`src/rtl/order_dispatch_if.sv`:
```
// Order dispatch bus: the cache-side pop/field signals and the
// compute-engine start/done handshake.
interface order_dispatch_if;
    logic       pop_order_en;
    logic       order_valid;
    logic       order_valid_r;
    logic [2:0] order;
    logic [31:0] id;
    logic [5:0] engine_start;
    logic [5:0] engine_done;

    // Dispatcher side: issues pops and starts, consumes order fields and dones
    modport master (
        output pop_order_en,
        output engine_start,
        input  order_valid,
        input  order_valid_r,
        input  order,
        input  id,
        input  engine_done
    );

    // Cache / engine side
    modport slave (
        input  pop_order_en,
        input  engine_start,
        output order_valid,
        output order_valid_r,
        output order,
        output id,
        output engine_done
    );
endinterface

```
`src/rtl/order_dispatch.sv`:
```
// Order dispatcher: pops one order at a time from the order cache, fires a
// one-hot start to the matching compute engine, waits for its done (with an
// optional timeout) and reports completion. Strictly one order in flight.
module order_dispatch #(
    parameter logic [31:0] TIMEOUT_CYCLES = 32'd16777216,
    parameter int          CNT_W          = 32
) (
    input  logic                 system_clk,
    input  logic                 rst,
    input  logic                 dispatch_en,
    input  logic                 clear_error,
    order_dispatch_if.master     bus,
    output logic                 busy,
    output logic [2:0]           cur_order,
    output logic [31:0]          cur_id,
    output logic                 order_done,
    output logic [31:0]          order_done_id,
    output logic                 fence,
    output logic [CNT_W-1:0]     done_count,
    output logic                 error
);

    localparam logic [2:0] IDLE   = 3'd0;
    localparam logic [2:0] POP    = 3'd1;
    localparam logic [2:0] CAPT   = 3'd2;
    localparam logic [2:0] DECODE = 3'd3;
    localparam logic [2:0] RUN    = 3'd4;
    localparam logic [2:0] DONE   = 3'd5;
    localparam logic [2:0] ERR    = 3'd6;

    localparam logic [CNT_W-1:0] CNT_ONE = CNT_W'(1);

    logic [2:0]       state_q, state_d;
    logic [31:0]      tmo_q, tmo_d;
    logic [2:0]       cur_order_q, cur_order_d;
    logic [31:0]      cur_id_q, cur_id_d;
    logic             pop_q, pop_d;
    logic             busy_q, busy_d;
    logic             order_done_q, order_done_d;
    logic [31:0]      order_done_id_q, order_done_id_d;
    logic             fence_q, fence_d;
    logic [CNT_W-1:0] done_count_q, done_count_d;
    logic             error_q, error_d;
    logic             run_done;
    logic             tmo_hit;
    logic [5:0]       start_vec;

    // Only the done bit of the engine serving the order in flight counts
    always_comb begin
        run_done = 1'b0;
        if (cur_order_q >= 3'd1 && cur_order_q <= 3'd6) begin
            run_done = bus.engine_done[cur_order_q - 3'd1];
        end
    end

    // Timeout fires on the last allowed RUN cycle; a zero limit disables it
    always_comb begin
        tmo_hit = (TIMEOUT_CYCLES != 32'd0) && (tmo_q == (TIMEOUT_CYCLES - 32'd1));
    end

    // One-hot start during DECODE, decoded only from the state flop and the
    // cache's registered order field, so it is free of combinational hazards
    always_comb begin
        start_vec = 6'd0;
        if (state_q == DECODE && bus.order >= 3'd1 && bus.order <= 3'd6) begin
            start_vec = 6'd1 << (bus.order - 3'd1);
        end
    end

    // Dispatch sequencing: pop, wait for fields, decode, run, report
    always_comb begin
        state_d     = state_q;
        tmo_d       = tmo_q;
        cur_order_d = cur_order_q;
        cur_id_d    = cur_id_q;
        case (state_q)
            IDLE: begin
                if (dispatch_en) begin
                    state_d = POP;
                end
            end
            POP: begin
                state_d = bus.order_valid ? CAPT : IDLE;
            end
            CAPT: begin
                state_d = DECODE;
            end
            DECODE: begin
                cur_order_d = bus.order;
                cur_id_d    = bus.id;
                tmo_d       = 32'd0;
                state_d     = (bus.order == 3'd0 || bus.order == 3'd7) ? DONE : RUN;
            end
            RUN: begin
                tmo_d = tmo_q + 32'd1;
                if (run_done) begin
                    state_d = DONE;
                end else if (tmo_hit) begin
                    state_d = ERR;
                end
            end
            DONE: begin
                state_d = dispatch_en ? POP : IDLE;
            end
            ERR: begin
                if (clear_error) begin
                    state_d = IDLE;
                end
            end
            default: begin
                state_d = IDLE;
            end
        endcase
    end

    // Registered outputs decoded from the next state so they align with it
    always_comb begin
        pop_d           = (state_d == POP);
        busy_d          = (state_d != IDLE);
        order_done_d    = (state_d == DONE);
        fence_d         = (state_d == DONE) && (cur_order_d == 3'd7);
        order_done_id_d = (state_d == DONE) ? cur_id_d : order_done_id_q;
        done_count_d    = (state_d == DONE) ? (done_count_q + CNT_ONE) : done_count_q;
        error_d         = (state_d == ERR);
    end

    // State and output registers, cleared asynchronously by reset
    always_ff @(posedge system_clk or posedge rst) begin
        if (rst) begin
            state_q         <= IDLE;
            tmo_q           <= 32'd0;
            cur_order_q     <= 3'd0;
            cur_id_q        <= 32'd0;
            pop_q           <= 1'b0;
            busy_q          <= 1'b0;
            order_done_q    <= 1'b0;
            order_done_id_q <= 32'd0;
            fence_q         <= 1'b0;
            done_count_q    <= '0;
            error_q         <= 1'b0;
        end else begin
            state_q         <= state_d;
            tmo_q           <= tmo_d;
            cur_order_q     <= cur_order_d;
            cur_id_q        <= cur_id_d;
            pop_q           <= pop_d;
            busy_q          <= busy_d;
            order_done_q    <= order_done_d;
            order_done_id_q <= order_done_id_d;
            fence_q         <= fence_d;
            done_count_q    <= done_count_d;
            error_q         <= error_d;
        end
    end

    assign bus.pop_order_en = pop_q;
    assign bus.engine_start = start_vec;
    assign busy             = busy_q;
    assign cur_order        = cur_order_q;
    assign cur_id           = cur_id_q;
    assign order_done       = order_done_q;
    assign order_done_id    = order_done_id_q;
    assign fence            = fence_q;
    assign done_count       = done_count_q;
    assign error            = error_q;

endmodule

```
`src/flat_wrapper.sv`:
```
// flat-port wrapper written by rule: the top's interface ports become plain ports
module order_dispatch_flat 
#(
    parameter logic [31:0] TIMEOUT_CYCLES = 32'd16777216,
    parameter int          CNT_W          = 32
)
  (system_clk, rst, dispatch_en, clear_error, busy, cur_order, cur_id, order_done, order_done_id, fence, done_count, error, bus_pop_order_en, bus_engine_start, bus_order_valid, bus_order_valid_r, bus_order, bus_id, bus_engine_done);
  order_dispatch_if bus_i ();
  input  logic system_clk;
  input  logic rst;
  input  logic dispatch_en;
  input  logic clear_error;
  output logic busy;
  output logic [2:0] cur_order;
  output logic [31:0] cur_id;
  output logic order_done;
  output logic [31:0] order_done_id;
  output logic fence;
  output logic [CNT_W-1:0] done_count;
  output logic error;
  output wire logic [$bits(bus_i.pop_order_en)-1:0] bus_pop_order_en;
  output wire logic [$bits(bus_i.engine_start)-1:0] bus_engine_start;
  input wire logic [$bits(bus_i.order_valid)-1:0] bus_order_valid;
  input wire logic [$bits(bus_i.order_valid_r)-1:0] bus_order_valid_r;
  input wire logic [$bits(bus_i.order)-1:0] bus_order;
  input wire logic [$bits(bus_i.id)-1:0] bus_id;
  input wire logic [$bits(bus_i.engine_done)-1:0] bus_engine_done;
  assign bus_pop_order_en = bus_i.pop_order_en;
  assign bus_engine_start = bus_i.engine_start;
  assign bus_i.order_valid = bus_order_valid;
  assign bus_i.order_valid_r = bus_order_valid_r;
  assign bus_i.order = bus_order;
  assign bus_i.id = bus_id;
  assign bus_i.engine_done = bus_engine_done;
  order_dispatch #(.TIMEOUT_CYCLES(TIMEOUT_CYCLES), .CNT_W(CNT_W)) u_core (.system_clk(system_clk), .rst(rst), .dispatch_en(dispatch_en), .clear_error(clear_error), .bus(bus_i), .busy(busy), .cur_order(cur_order), .cur_id(cur_id), .order_done(order_done), .order_done_id(order_done_id), .fence(fence), .done_count(done_count), .error(error));
endmodule
```
`config.mk`:
```
export PLATFORM = sky130hd
export DESIGN_NAME = order_dispatch_flat
export DESIGN_NICKNAME = d
export VERILOG_FILES = /design/src/rtl/order_dispatch_if.sv /design/src/rtl/order_dispatch.sv /design/src/flat_wrapper.sv
export SDC_FILE = /design/constraint.sdc
export NUM_CORES = 1
export LEC_CHECK = 0
export BUFFER_PORTS_ARGS = -buffer_cell sky130_fd_sc_hd__clkbuf_2
export CAP_MARGIN = 30
export CORE_MARGIN = 2
export CORE_UTILIZATION = 45
export DETAILED_ROUTE_END_ITERATION = 10
export PLACE_DENSITY = 0.81
export SYNTH_ARGS = -nofsm -noshare
export SYNTH_HDL_FRONTEND = slang
export SYNTH_SLANG_ARGS = --single-unit
```
`constraint.sdc`:
```
create_clock -name system_clk -period 5.58 [get_ports system_clk]
set_input_delay 0.279 -clock system_clk [delete_from_list [all_inputs] [get_ports system_clk]]
set_output_delay 0.279 -clock system_clk [all_outputs]
set_load 0.005 [all_outputs]
```
# Word-level counts from Yosys, hierarchy flattened
# Cells that the tools add are included.
[totals]
reg_bits = 139
word_cells = 57
latchBits = 0
ram_bits = 0
mem_count = 0
mem_bits_ro = 0
[classes]
n_reduce_logical = 9
eq_ne = 12
add_sub_neg = 4
div = 0
order_cmp = 5
n_bitwise = 0
n_mul = 0
mux = 15
shifts = 1
[ops]
columns = ["cell", "n"]
rows = [
  ["adder 32 x 1 -> 32 bit, second input constant", 2],
  ["case mux 32 bit (2 select lines)", 1],
  ["== test 32 x 24 -> 1 bit, second input constant", 1],
  ["two-way mux 32 bit", 1],
  ["== test 3 bit, second input constant", 7],
  ["case mux 3 bit (7 select lines)", 1],
  ["two-way mux 3 bit", 5],
  ["== test 3 x 1 -> 1 bit, second input constant", 2],
  ["== test 3 x 2 -> 1 bit, second input constant", 2],
  ["greater-or-equal comparator 3 x 1 -> 1 bit, second input constant", 2],
  ["<= comparator 3 bit, second input constant", 2],
  ["zero test 3 bit", 2],
  ["two-way mux 6 bit", 1],
  ["<< shifter 1 x 3 -> 6 bit, first input constant", 1],
  ["subtractor 3 x 1 -> 3 bit, second input constant", 2],
  ["logical AND 1 bit", 4],
  ["< comparator 3 x 4 -> 1 bit, second input constant", 1],
  ["two-way mux 1 bit", 4],
  ["binary-select mux 1 bit (select 3 bit)", 1],
  ["nonzero test 3 bit", 1],
  ["two-way mux 2 bit", 1],
  ["nonzero test 2 bit", 1],
  ["logical OR 1 bit", 1],
]

# Longest topological paths before layout
[logic_depth]
word_depth = 8
mapped_depth = 9
ltp_nobuf = 7

# Least setup slack after synthesis
# No wires, ideal clock.
[synth_timing]
kind = "reg2reg"
startpoint = "reg u_core.cur_order_q[0], in the netlist u_core.cur_order[0]"
endpoint = "reg u_core.done_count_q[20], in the netlist u_core.done_count[20]"
slack_ps = 3403
required_time_ps = 5454
setup_ps = 126
arrival_ps = 2051
stages_incl_launch_ff = 10
synth_period_minus_slack_ps = 2177
path_buffers = 2
cell_sequence = "dfrtp_1 inv_1 ha_1 mux4_2 nor2_1 o31ai_2 buf_2 buf_2 nand4_1 xnor2_1"
[synth_between]
elab_chain_len = 7
[synth_lines]
columns = ["element", "line", "text"]
rows = [
  ["from (decl)", "order_dispatch.sv:35", "logic [2:0] cur_order_q, cur_order_d;"],
  ["from (signal assigned)", "order_dispatch.sv:144", "cur_order_q <= cur_order_d;"],
  ["subtractor 3 x 1 -> 3 bit", "order_dispatch.sv:52", "run_done = bus.engine_done[cur_order_q - 3'd1];"],
  ["binary-select mux 1 bit (select 3 bit)", "order_dispatch.sv:52", ""],
  ["two-way mux 1 bit (implied by the code)", "order_dispatch.sv:52", ""],
  ["two-way mux 1 bit (*)", "order_dispatch.sv:51", "if (cur_order_q >= 3'd1 && cur_order_q <= 3'd6) begin"],
  ["two-way mux 3 bit (*)", "order_dispatch.sv:96", "if (run_done) begin"],
  ["case mux 3 bit (7 select lines) (*)", "order_dispatch.sv:76", "case (state_q)"],
  ["== test 3 bit (*)", "order_dispatch.sv:123", "done_count_d = (state_d == DONE) ? (done_count_q + CNT_ONE) : done_count_q;"],
  ["to (signal assigned)", "order_dispatch.sv:151", "done_count_q <= done_count_d;"],
  ["to (decl)", "order_dispatch.sv:42", "logic [CNT_W-1:0] done_count_q, done_count_d;"],
]
# Mark *: on every way between the ends. The rest lies on a longest branch, timed or not. The select of a mux whose other input is x is not followed.
# A chain may end at the register's enable or synchronous reset.

# Worst setup path in the final report
[layout_timing]
startpoint = "reg u_core.cur_order_q[0], in the netlist u_core.cur_order[0]"
endpoint = "reg u_core.order_done_id_q[13], in the netlist u_core.order_done_id[13]"
[layout_between]
elab_chain_len = 7
[layout_lines]
columns = ["element", "line", "text"]
rows = [
  ["subtractor 3 x 1 -> 3 bit", "order_dispatch.sv:52", ""],
  ["binary-select mux 1 bit (select 3 bit)", "order_dispatch.sv:52", ""],
  ["two-way mux 1 bit (implied by the code)", "order_dispatch.sv:52", ""],
  ["two-way mux 1 bit (*)", "order_dispatch.sv:51", ""],
  ["two-way mux 3 bit (*)", "order_dispatch.sv:96", ""],
  ["case mux 3 bit (7 select lines) (*)", "order_dispatch.sv:76", ""],
  ["== test 3 bit (*)", "order_dispatch.sv:122", "order_done_id_d = (state_d == DONE) ? cur_id_d : order_done_id_q;"],
  ["to (signal assigned)", "order_dispatch.sv:149", "order_done_id_q <= order_done_id_d;"],
  ["to (decl)", "order_dispatch.sv:40", "logic [31:0] order_done_id_q, order_done_id_d;"],
]
# Marks and branches as above.

==> results.py <==
metrics = {
    "worst_setup_path": {
        "critPathKind": "reg -> reg",
        "crit_chain": "inv_1, ha_1, mux4_2, nor2_1, o31ai_4, buf_4, mux2_2",
        "cp.arrival_ns": 3.32,
        "cpPeakStageDelay_ns": 0.68,
        "path_buf_inv": 2,
        "startpoint_type": "flop",
        "cp_max_fo": 55,
        "rrSetupSlack_ns": 2.56,
        "endpoint_kind": "flop",
        "crit_family": "buffers and inverters",
        "slowest_stage": "o31ai_4",
        "crit_required_ns": 5.88,
    },
    "global_routing": {
        "grt_pass1_wl_mm": 22.7,
        "grt_pass1_vias": 4609,
        "grtUsageTotal_pct": 19.8,
        "antenna_found_initial": 1,
        "gr-total-overflow": 0,
        "grt_max_degree": 74,
    },
    "sta": {
        "setup_slack_ns": 2.56,
        "maxSlewHeadroom_pct": 40.6,
        "rsz0062_at_grt": "no",
        "setup_viol": 0,
        "tightestPinTransition_ns": 0.891,
        "finClkSkew_ns": 0.00856,
        "period_minus_slack_ns": 3.02,
        "finalMaxSlewViolations": 0,
        "finalSetupTns_ns": 0,
        "finalCritPeriodShare_pct": 54.2,
        "final-hold-violation-count": 0,
        "fmax_mhz": 331,
    },
    "layout": {
        "fillers": 1141,
        "drive_gt1_share_pct": 30.4,
        "area_growth_pct": 25.5,
        "layout.nets": 779,
    },
    "power": {
        "p_sw_share_pct": 30.8,
        "sequentialPowerShare_pct": 40.8,
        "p_comb_share_pct": 25.5,
        "ir_worst_vdd_v": 0.000318,
        "p_switching_mw": 1.12,
        "p_leak_nw": 3.84,
        "power_density_nw_per_um2": 467,
        "intPower_mw": 2.51,
        "p_clk_share_pct": 33.7,
    },
    "synth": {
        "synth_nets": 627,
        "ys_seq_area_share_pct": 56.3,
        "ys_top_cells_by_count": "141 x nand2_1, 139 x dfrtp_1, 30 x xnor2_1",
        "avgSynthCellArea_sq_um": 10.8,
        "async_flop_share_pct": 100,
        "synth_edf_count": 0,
        "synthesis.area_sq_um": 6180,
        "synth.most_common_cell": "nand2_1",
        "synth_cells": 574,
        "ys_seq_elements": 139,
        "synth.distinct_cells": 53,
        "yosysTopAreaCell": "dfrtp_1",
        "yosysWarnings": 0,
        "synth_flop_cell": "dfrtp_1",
        "synth_top_area_share_pct": 56.3,
        "synthTopCellsByArea": "dfrtp_1 56%, nand2_1 8.6%, xnor2_1 4.3%, mux2_2 3.8%, mux2i_1 2.8%",
    },
    "placement": {
        "dp_hpwl_mm": 9.47,
        "io_buffers": 155,
        "preCtsSetupSlack_ns": 2.51,
        "gp_congestion": 0.801,
    },
    "route": {
        "wl_met3_mm": 1.04,
        "top_layer": "met4",
        "route.met2.wl_mm": 6.70,
        "drtIter0Drc": 242,
        "wl_mm": 13.9,
        "m1WireLength_mm": 5.87,
        "route.detailed.drc": 0,
        "drt_pre_antenna_iters": 4,
        "num_vias": 4796,
        "ant_nets": 0,
        "wl_per_cell_um": 15.2,
        "via_per_inst": 5.24,
    },
    "clock_network": {
        "clock_path_buffers": 2,
        "clockRootBuffer": "clkbuf_16",
        "cts_buffers": 17,
        "clk_latency_ns": 0.42,
        "cts_tree": "yes",
        "cts_setup_buffers": 0,
        "cts.clk_slew.worst_paths_ns": 0.06,
        "htree_levels": 4,
        "cts_num_sinks": 139,
    },
    "die": {
        "start_util_pct": 46.3,
        "die_w_um": 121,
        "io_pins": 157,
        "core_area_sq_um": 13300,
        "chipHeight_um": 121,
        "num_rows": 42,
        "die_area_sq_um": 14700,
    },
    "run": {
        "drv_cap": 0,
    },
    "min_path": {
        "worstHoldPathType": "in -> reg",
    },
    "outcome": {
        "status": "complete, no violations",
    },
}
## final cells by class
type	count	area, sq um	share of cell area (%)
inverters	10	42.5	0.548
repair buffers	161	823	10.6
flip-flops and latches	139	3480	44.8
well taps	176	220	2.84
multi-input cells	397	2540	32.8
diodes	1	2.50	0.0322
clock buffers	20	467	6.01
clock inverters	12	183	2.35
## layer usage
layer / vias to the layer above / global-route usage [%]
met5: - / 0
met3: 22 / 7.05
li1: 2305 / -
met4: 0 / 9.63
met1: 2322 / 25.3
met2: 147 / 29.9
## cells by family (layout without fill, tap and decap cells)
group                    Yosys count  in the layout  synth area share [%]
multiplexers                      52             52                  9.31
adder cells (fa/ha/maj)            6              6                  1.21
other                              0              1                     0
XOR/XNOR                          32             32                  4.53
flip-flops                       139            139                  56.3
buffers and inverters             38            203                  2.71
AND/OR/NAND/NOR                  270            270                  21.9
AO/OA/AOI/OAI                     37             37                  4.05
## power groups by stage
| stage | logic (mW) | clock network (mW) | registers (mW) |
|---|---|---|---|
| after CTS | 0.937 | 1.24 | 1.48 |
| after floorplan | 0.512 | 0 | 1.48 |
| after global placement | 0.909 | 0 | 1.48 |
| after global routing | 1.03 | 1.29 | 1.52 |
| final | 0.923 | 1.22 | 1.48 |
| after detailed placement | 0.935 | 0 | 1.49 |
## metrics by stage
| step | hold slack, ns | area (sq um) | utilization [%] | total power [mW] | instances |
|---|---|---|---|---|---|
| global route | 0.0716 | 7760 | 58.1 | 3.84 | 916 |
| floorplan | 0.398 | 6180 | - | 1.99 | 574 |
| global placement | 0.385 | 7100 | 53.2 | 2.39 | 882 |
| CTS | 0.0559 | 7760 | 58.1 | 3.66 | 915 |
| detailed placement | 0.389 | 7100 | 53.2 | 2.42 | 882 |
| finish | 0.0726 | 7760 | 58.1 | 3.63 | 916 |
## layout by cell type, fill, tap and decap left out, types with 6 or more instances in the layout
cell type | synthesis | final
nor2_1 | 11 | 11
nor3_1 | 10 | 10
and4_1 | 8 | 8
nand2_1 | 141 | 141
inv_1 | 10 | 9
mux2_1 | 13 | 13
ha_1 | 6 | 6
o21ai_0 | 10 | 10
mux2_2 | 21 | 21
and3_1 | 18 | 18
o211ai_1 | 9 | 9
dfrtp_1 | 139 | 139
o31ai_1 | 8 | 8
nand4_1 | 27 | 27
clkbuf_2 | 0 | 155
nand3_1 | 27 | 27
clkbuf_16 | 0 | 17
mux2i_1 | 17 | 17
xnor2_1 | 30 | 30
## worst register-to-register path: stages (launching register included)
cell and delay, ns:
dfrtp_1 0.43, inv_1 0.11, ha_1 0.33, mux4_2 0.22, nor2_1 0.07, o31ai_4 0.68
buf_4 0.64, mux2_2 0.43
## flip-flops by register name, summed over array words and instances, names as in the netlist
signal                   cells
u_core.cur_id               32
u_core.done_count           32
u_core.order_done_id        32
u_core.tmo_q                32
u_core.cur_order             3
u_core.state_q               3
u_core.bus.pop_order_en      1
u_core.busy                  1
u_core.error                 1
u_core.fence                 1
u_core.order_done            1
## path summary, 6_finish.rpt
check,start,end,cells past startpoint
max,u_core.cur_order[0],u_core.order_done_id[13],7
min,bus_id[9],u_core.cur_id[9],3
max reg2reg,u_core.cur_order[0],u_core.order_done_id[13],7
min reg2reg,u_core.tmo_q[21],u_core.tmo_q[21],1
max in group asynchronous,rst,u_core.done_count[7],4
min in group asynchronous,rst,u_core.order_done_id[27],3
## timing repair
| item | in CTS | in global routing |
|---|---|---|
| resized for setup | 0 | 0 |
| hold buffers | 1 | 0 |
| hold endpoints to repair | 66 | 0 |
Note: power is estimated with default switching activity, not from simulation.
